===== config.mk =====
export PLATFORM = sky130hd
export DESIGN_NAME = risc_mc_ctrl
export DESIGN_NICKNAME = d
export VERILOG_FILES = /design/src/rtl/risc_mc_ctrl.sv
export SDC_FILE = /design/constraint.sdc
export NUM_CORES = 1
export LEC_CHECK = 0
export BUFFER_PORTS_ARGS = -buffer_cell sky130_fd_sc_hd__buf_2
export CAP_MARGIN = 20
export CORE_ASPECT_RATIO = 2
export CORE_MARGIN = 1.5
export CORE_UTILIZATION = 52
export CTS_CLUSTER_SIZE = 25
export DETAILED_ROUTE_END_ITERATION = 7
export PLACE_DENSITY = 0.92
export SETUP_SLACK_MARGIN = 0.1
export SYNTH_ARGS = -nofsm -noshare
export SYNTH_HDL_FRONTEND = slang
export SYNTH_SLANG_ARGS = --single-unit
export TNS_END_PERCENT = 5

===== constraint.sdc =====
create_clock -name clk -period 4.6 [get_ports clk]
set_input_delay 0.92 -clock clk [delete_from_list [all_inputs] [get_ports clk]]
set_output_delay 0.92 -clock clk [all_outputs]
set_load 0.05 [all_outputs]

===== src/rtl/risc_mc_ctrl.sv =====
// Multicycle control FSM for the RV32I-subset core (lw, sw, R-ALU, I-ALU, beq, jal).
// Sequences fetch/decode/execute over a shared memory with a req/ack handshake,
// drives datapath selects, ALU control and write strobes, and counts retired instructions.
module risc_mc_ctrl #(
  parameter int unsigned DATA_WIDTH = 32,
  parameter int unsigned CNT_WIDTH  = 32
) (
  input  logic                  clk,
  input  logic                  nrst,
  input  logic [DATA_WIDTH-1:0] instr,
  input  logic                  zero,
  input  logic                  mem_ack,
  output logic                  mem_req,
  output logic                  mem_write,
  output logic                  adr_src,
  output logic                  ir_write,
  output logic                  pc_write,
  output logic                  reg_write,
  output logic [1:0]            imm_src,
  output logic [1:0]            alu_src_a,
  output logic [1:0]            alu_src_b,
  output logic [2:0]            alu_ctrl,
  output logic [1:0]            result_src,
  output logic                  illegal,
  output logic [CNT_WIDTH-1:0]  retired
);

  localparam logic [6:0] OP_LOAD  = 7'b0000011;
  localparam logic [6:0] OP_STORE = 7'b0100011;
  localparam logic [6:0] OP_R     = 7'b0110011;
  localparam logic [6:0] OP_I     = 7'b0010011;
  localparam logic [6:0] OP_BEQ   = 7'b1100011;
  localparam logic [6:0] OP_JAL   = 7'b1101111;

  localparam logic [2:0] ALU_ADD = 3'b000;
  localparam logic [2:0] ALU_SUB = 3'b001;
  localparam logic [2:0] ALU_AND = 3'b010;
  localparam logic [2:0] ALU_OR  = 3'b011;
  localparam logic [2:0] ALU_SLT = 3'b101;

  localparam logic [1:0] IMM_I = 2'b00;
  localparam logic [1:0] IMM_S = 2'b01;
  localparam logic [1:0] IMM_B = 2'b10;
  localparam logic [1:0] IMM_J = 2'b11;

  typedef enum logic [3:0] {
    S_FETCH  = 4'd0,
    S_DECODE = 4'd1,
    S_MEMADR = 4'd2,
    S_MEMRD  = 4'd3,
    S_MEMWB  = 4'd4,
    S_MEMWR  = 4'd5,
    S_EXR    = 4'd6,
    S_EXI    = 4'd7,
    S_ALUWB  = 4'd8,
    S_BEQ    = 4'd9,
    S_JAL    = 4'd10,
    S_TRAP   = 4'd11
  } state_t;

  state_t      state, state_nxt;
  logic [6:0]  opcode;
  logic [2:0]  funct3;
  logic [2:0]  funct_alu;
  logic        retire;
  logic        illegal_q;
  logic        unused_instr;

  assign opcode       = instr[6:0];
  assign funct3       = instr[14:12];
  assign unused_instr = ^{instr[DATA_WIDTH-1:31], instr[29:15], instr[11:7]};

  // ALU operation selected by funct3; bit 30 picks sub only for register-register ops
  always_comb begin
    funct_alu = ALU_ADD;
    case (funct3)
      3'b000:  funct_alu = (opcode == OP_R && instr[30]) ? ALU_SUB : ALU_ADD;
      3'b010:  funct_alu = ALU_SLT;
      3'b110:  funct_alu = ALU_OR;
      3'b111:  funct_alu = ALU_AND;
      default: funct_alu = ALU_ADD;
    endcase
  end

  // State register
  always_ff @(posedge clk or negedge nrst) begin
    if (!nrst) state <= S_FETCH;
    else       state <= state_nxt;
  end

  // Next-state decode
  always_comb begin
    state_nxt = state;
    case (state)
      S_FETCH:  if (mem_ack) state_nxt = S_DECODE;
      S_DECODE: begin
        case (opcode)
          OP_LOAD, OP_STORE: state_nxt = S_MEMADR;
          OP_R:              state_nxt = S_EXR;
          OP_I:              state_nxt = S_EXI;
          OP_BEQ:            state_nxt = S_BEQ;
          OP_JAL:            state_nxt = S_JAL;
          default:           state_nxt = S_TRAP;
        endcase
      end
      S_MEMADR: state_nxt = (opcode == OP_LOAD) ? S_MEMRD : S_MEMWR;
      S_MEMRD:  if (mem_ack) state_nxt = S_MEMWB;
      S_MEMWB:  state_nxt = S_FETCH;
      S_MEMWR:  if (mem_ack) state_nxt = S_FETCH;
      S_EXR:    state_nxt = S_ALUWB;
      S_EXI:    state_nxt = S_ALUWB;
      S_ALUWB:  state_nxt = S_FETCH;
      S_BEQ:    state_nxt = S_FETCH;
      S_JAL:    state_nxt = S_ALUWB;
      S_TRAP:   state_nxt = S_TRAP;
      default:  state_nxt = S_FETCH;
    endcase
  end

  // Output decode; everything is held low while reset is asserted
  always_comb begin
    mem_req    = 1'b0;
    mem_write  = 1'b0;
    adr_src    = 1'b0;
    ir_write   = 1'b0;
    pc_write   = 1'b0;
    reg_write  = 1'b0;
    alu_src_a  = 2'b00;
    alu_src_b  = 2'b00;
    alu_ctrl   = ALU_ADD;
    result_src = 2'b00;
    case (opcode)
      OP_STORE: imm_src = IMM_S;
      OP_BEQ:   imm_src = IMM_B;
      OP_JAL:   imm_src = IMM_J;
      default:  imm_src = IMM_I;
    endcase
    case (state)
      S_FETCH: begin
        mem_req = 1'b1;
        if (mem_ack) begin
          ir_write   = 1'b1;
          pc_write   = 1'b1;
          alu_src_b  = 2'b10;
          result_src = 2'b10;
        end
      end
      S_DECODE: begin
        alu_src_a = 2'b01;
        alu_src_b = 2'b01;
      end
      S_MEMADR: begin
        alu_src_a = 2'b10;
        alu_src_b = 2'b01;
      end
      S_MEMRD: begin
        mem_req = 1'b1;
        adr_src = 1'b1;
      end
      S_MEMWB: begin
        result_src = 2'b01;
        reg_write  = 1'b1;
      end
      S_MEMWR: begin
        mem_req   = 1'b1;
        mem_write = 1'b1;
        adr_src   = 1'b1;
      end
      S_EXR: begin
        alu_src_a = 2'b10;
        alu_ctrl  = funct_alu;
      end
      S_EXI: begin
        alu_src_a = 2'b10;
        alu_src_b = 2'b01;
        alu_ctrl  = funct_alu;
      end
      S_ALUWB: reg_write = 1'b1;
      S_BEQ: begin
        alu_src_a = 2'b10;
        alu_ctrl  = ALU_SUB;
        pc_write  = zero;
      end
      S_JAL: begin
        alu_src_a = 2'b01;
        alu_src_b = 2'b10;
        pc_write  = 1'b1;
      end
      default: ;
    endcase
    if (!nrst) begin
      mem_req    = 1'b0;
      mem_write  = 1'b0;
      adr_src    = 1'b0;
      ir_write   = 1'b0;
      pc_write   = 1'b0;
      reg_write  = 1'b0;
      imm_src    = 2'b00;
      alu_src_a  = 2'b00;
      alu_src_b  = 2'b00;
      alu_ctrl   = 3'b000;
      result_src = 2'b00;
    end
  end

  assign retire = (state == S_MEMWB) || (state == S_ALUWB) || (state == S_BEQ) ||
                  ((state == S_MEMWR) && mem_ack);

  // Retired-instruction counter and sticky illegal-opcode flag
  always_ff @(posedge clk or negedge nrst) begin
    if (!nrst) begin
      retired   <= '0;
      illegal_q <= 1'b0;
    end else begin
      if (retire) retired <= retired + CNT_WIDTH'(1);
      if (state == S_DECODE && state_nxt == S_TRAP) illegal_q <= 1'b1;
    end
  end

  assign illegal = illegal_q;

endmodule

== Yosys cells after proc, flatten, opt, wreduce, memory -nomap -nowiden ==
Cells that the tools add are included.
Storage, ports and cells
  output and inout port bits: 50
  register bits after elaboration: 37
  memory bits (read-only): 0
  word-level logic and storage cells: 74
  memories kept: 0
  memory bits (writable): 0
  bits in latches: 0
Operators by class
  reduce and logical (&&, ||, !) cells: 17
  mux-type cells: 32
  div/mod/pow operators: 0
  multipliers: 0
  bitwise logic cells: 0
  shift-type cells: 0
  order comparisons: 0
  eq/ne operators: 21
  add/sub/neg operators: 1
Operator list (count)
  adder 32 x 1 -> 32 bit, second input constant: 1
  one-hot mux 4 bit (7 select lines): 1
  equality test 4 bit, second input constant: 5
  one-hot mux 4 bit (5 select lines): 1
  equality test 4 x 3 -> 1 bit, second input constant: 4
  equality test 7 x 6 -> 1 bit, second input constant: 2
  equality test 7 bit, second input constant: 2
  2-to-1 mux 1 bit: 13
  2-to-1 mux 4 bit: 3
  one-hot mux 2 bit (3 select lines): 2
  one-hot mux 3 bit (4 select lines): 1
  2-to-1 mux 2 bit: 5
  OR reduction 2 bit: 5
  OR reduction 3 bit: 3
  equality test 4 x 2 -> 1 bit, second input constant: 2
  one-hot mux 2 bit (2 select lines): 2
  equality test 7 x 2 -> 1 bit, second input constant: 1
  equality test 7 x 5 -> 1 bit, second input constant: 1
  equality test 3 bit, second input constant: 2
  2-to-1 mux 3 bit: 2
  one-hot mux 3 bit (2 select lines): 1
  equality test 4 x 1 -> 1 bit, second input constant: 1
  zero test 4 bit: 1
  OR reduction 4 bit: 1
  5 further kinds: 9

== Logic depth before layout (Yosys ltp) ==
  word-level depth: 6
  gate-level depth with buffers: 6

== Worst setup path after synthesis ==
Ideal clock, no wire load.
  path kind: input to output
  start: input instr[2]
  end: output imm_src[0]
  path buffers: 0
  data arrival time: 3035 ps
  stages: 4
  data required time: 3680 ps
  setup slack: 645 ps
  cell sequence: nand4bb_1 -> nor2_1 -> a21oi_1 -> nor4b_1
Between the ends
  word-level cells in the longest chain between the ends: 3
  elaborated cells between the ends (all ways): 5
  classes of those cells: eq/ne (3); mux (2)
RTL lines
  from (decl): RTL line 10  | input logic [DATA_WIDTH-1:0] instr,
  equality test 7 bit or equality test 7 x 6 -> 1 bit (tied branches): RTL line 132  | case (opcode)
  one-hot mux 2 bit (3 select lines) *: RTL line 132
  2-to-1 mux 2 bit *: RTL line 191  | if (!nrst) begin
  to (decl): RTL line 19  | output logic [1:0] imm_src,
Mark *: on every way between the ends. The rest lies on a longest branch, timed or not.

== Worst setup path in the final report ==
  start: input instr[2]
  end: output alu_ctrl[0]
Between the ends
  word-level cells in the longest chain between the ends: 6
RTL lines
  equality test 7 x 6 -> 1 bit: RTL line 77  | 3'b000: funct_alu = (opcode == OP_R && instr[30]) ? ALU_SUB : ALU_ADD;
  logical AND 1 bit: RTL line 77
  2-to-1 mux 1 bit: RTL line 77
  one-hot mux 3 bit (4 select lines): RTL line 76  | case (funct3)
  one-hot mux 3 bit (2 select lines): RTL line 138  | case (state)
  2-to-1 mux 3 bit: RTL line 191
  to (decl): RTL line 22  | output logic [2:0] alu_ctrl,
Every way passes these cells.

==> results.ini <==
[global_route]
grt_max_degree=24
grt_pass1_vias=1848
grt_pass1_wl_um=7590
antenna_found_initial=0
gr-usage-all-layers_pct=23.11
overflow=0

[critical_path]
arrival_ns=2.36
crit_path_max_incr_delay_ns=0.28
worstSetupPathType=input pin to output pin
cp-start-kind=input pin
slowest_stage=nor4b_1
crit_chain=buf_2, nand4bb_1, nor2_1, a21oi_1, nor4b_1, o21a_1, buf_2
crit_path_end_kind=output pin
cpMostUsedCell=buf_2
crit_required_ns=3.68
crit_fanout=5

[yosys]
synth-edff-count=0
synth.top_cell.area_share_pct=43.56
syn_area_sq_um=2126
syn_inst=222
synth_warnings=0
synth.most_common_cell=dfrtp_1
synth_ff_type=dfrtp_1
synth_area_leaders=dfrtp_1 (44%), xnor2_1 (8.7%), xor2_1 (4.5%)
syn-num-nets=259
ys_top_cells_by_count=dfrtp_1 (37), nand2_1 (24), nor2_1 (22)
syn-mean-instance-area_sq_um=9.576
async_flop_share_pct=100.0
ys_seq_area_share_pct=43.56
yosys_register_bits=37
ys_types=52
synth_top_area_cell=dfrtp_1

[die]
die_y_um=93.42
ios=86
initial_core_util_pct=54.74
fp.dieArea_sq_um=4504
core_region_area_sq_um=3884
core.rowCount=32
die_x_um=48.21

[clocking]
cts_resized=0
worstSkewPairLatency_ns=0.29
root_buffer=clkbuf_8
holdBufCountCts=0
clockBufferDepth=2
postCtsSetupRepairBufs=0
clock-sinks=37
path_clk_slew_ns=0.07
numCtsBuffers=5
tritoncts=done
htree_num_levels=2

[final_layout]
drive_above_1_share_pct=29.27
area_growth_pct=20.42
fin_nets=323
diodes=0

[routing]
routed_via_density=5.530
drc=0
final_antenna_net_count=0
drtIter0Drc=25
dr.pass1.iters=4
routed_wl_um=4783
num_vias=1869
drt-wirelength-per-cell_um=14.15

[timing]
setup_violations=0
clock_skew_ns=0.008393
fin_ws_ns=1.324
slew_headroom_pct=56.77
min_period_ns=3.276
tightestPinTransition_ns=0.6484
setup_tns_ns=0
hold_viol=0
fin_crit_sh_pct=71.22
slew_violations=0
rsz0062_at_grt=no
fmax_mhz=305.3

[placed_design]
hpwlAfterDp_um=3774
pre_cts_ws_ns=1.302
gp_congestion=0.7826
io_buffers=64

[outcome]
status=finished clean

[job]
max_cap_violations=0

[hold_path]
hp-class=register to register

[pwr]
powerDensity_nw_per_um2=485.5
leakage_nw=1.357
vdd_drop_max_v=0.0003769

==> registers in the layout, summed over array words and instances (netlist names) <==
register,count
state,4
retired,32
illegal,1
==> worst paths after layout <==
check / startpoint / to / slack [ns] / depth (start not counted)
min in group asynchronous: nrst / retired[11]$_DFFE_PN0P_ / 0.57 / 1
max in group asynchronous: nrst / retired[3]$_DFFE_PN0P_ / 3.36 / 2
worst min-delay path: illegal$_DFFE_PN0P_ / illegal$_DFFE_PN0P_ / 0.47 / 1
worst max register to register: state[2]$_DFF_PN0_ / retired[17]$_DFFE_PN0P_ / 2.66 / 5
worst max-delay path: instr[2] / alu_ctrl[0] / 1.32 / 7
worst min register to register: illegal$_DFFE_PN0P_ / illegal$_DFFE_PN0P_ / 0.47 / 1
==> report_power, final <==
| group | internal (mW) | total (mW) | switching, mW |
|---|---|---|---|
| Clock | 0.104 | 0.218 | 0.114 |
| Combinational | 0.174 | 0.560 | 0.385 |
| Sequential | 0.368 | 0.465 | 0.0974 |
==> through the flow <==
| stage | hold slack (ns) | cells | area (sq um) | util (%) | total power [mW] |
|---|---|---|---|---|---|
| floorplan | 0.6244 | 222 | 2126 | - | 0.9070 |
| global placement | 0.4486 | 330 | 2474 | 63.69 | 1.015 |
| detailed placement | 0.4555 | 330 | 2474 | 63.69 | 1.031 |
| CTS | 0.4757 | 338 | 2560 | 65.91 | 1.249 |
| global route | 0.5073 | 338 | 2560 | 65.91 | 1.317 |
| finish | 0.4716 | 338 | 2560 | 65.91 | 1.243 |
==> cell families (layout without fill, tap and decap cells) <==
family | count (synthesis) | in the layout | share of synthesized area (%)
adders and majority gates | 1 | 1 | 0.5885
AOI/OAI and AO/OA | 24 | 24 | 7.769
and+or+nand+nor | 109 | 109 | 29.96
xor gates and xnor gates | 32 | 32 | 13.18
buffers and inverters | 16 | 81 | 3.473
muxes | 3 | 3 | 1.471
DFF | 37 | 37 | 43.56
==> cell usage in the layout (no fill, tap or decap), types with 2 or more instances in the layout <==
cell and count:
mux2i_1 2, nand2_1 24, and4_1 5, a21o_1 2
clkinv_2 2, inv_1 8, dfrtp_1 37, a21oi_1 4
a211oi_1 2, nor4b_1 4, o21a_1 2, nand4_1 9
nand3_1 11, nand2b_1 3, and3_1 7, nor2b_1 3
xor2_1 11, o21ai_0 4, xnor2_1 21, buf_2 64
nor3_1 5, clkbuf_8 5, nor2_1 22
==> layout make-up <==
| type | count | area [sq um] |
|---|---|---|
| Clock inverter | 3 | 17.52 |
| Multi-Input combinational cell | 169 | 1126 |
| Timing Repair Buffer | 65 | 327.8 |
| Clock buffer | 5 | 68.82 |
| Fill cell | 332 | 1324 |
| Inverter | 8 | 30.03 |
| Sequential cell | 37 | 925.9 |
| Tap cell | 51 | 63.81 |
==> critical path, delay by kind of cell <==
family | cells | cell delay (ns)
buffers and inverters | 2 | 0.35
AO/OA/AOI/OAI | 2 | 0.26
AND/OR/NAND/NOR | 3 | 0.82
==> metal layers <==
metal  GRT usage (%)  wire length, um  up-vias
li1                -                -      905
met1           21.77             1705      890
met2           42.87             2792       66
met3           4.054              200        8
met4           10.59               85        0
met5               0                0        -
Note: power is estimated with default switching activity, not from simulation.
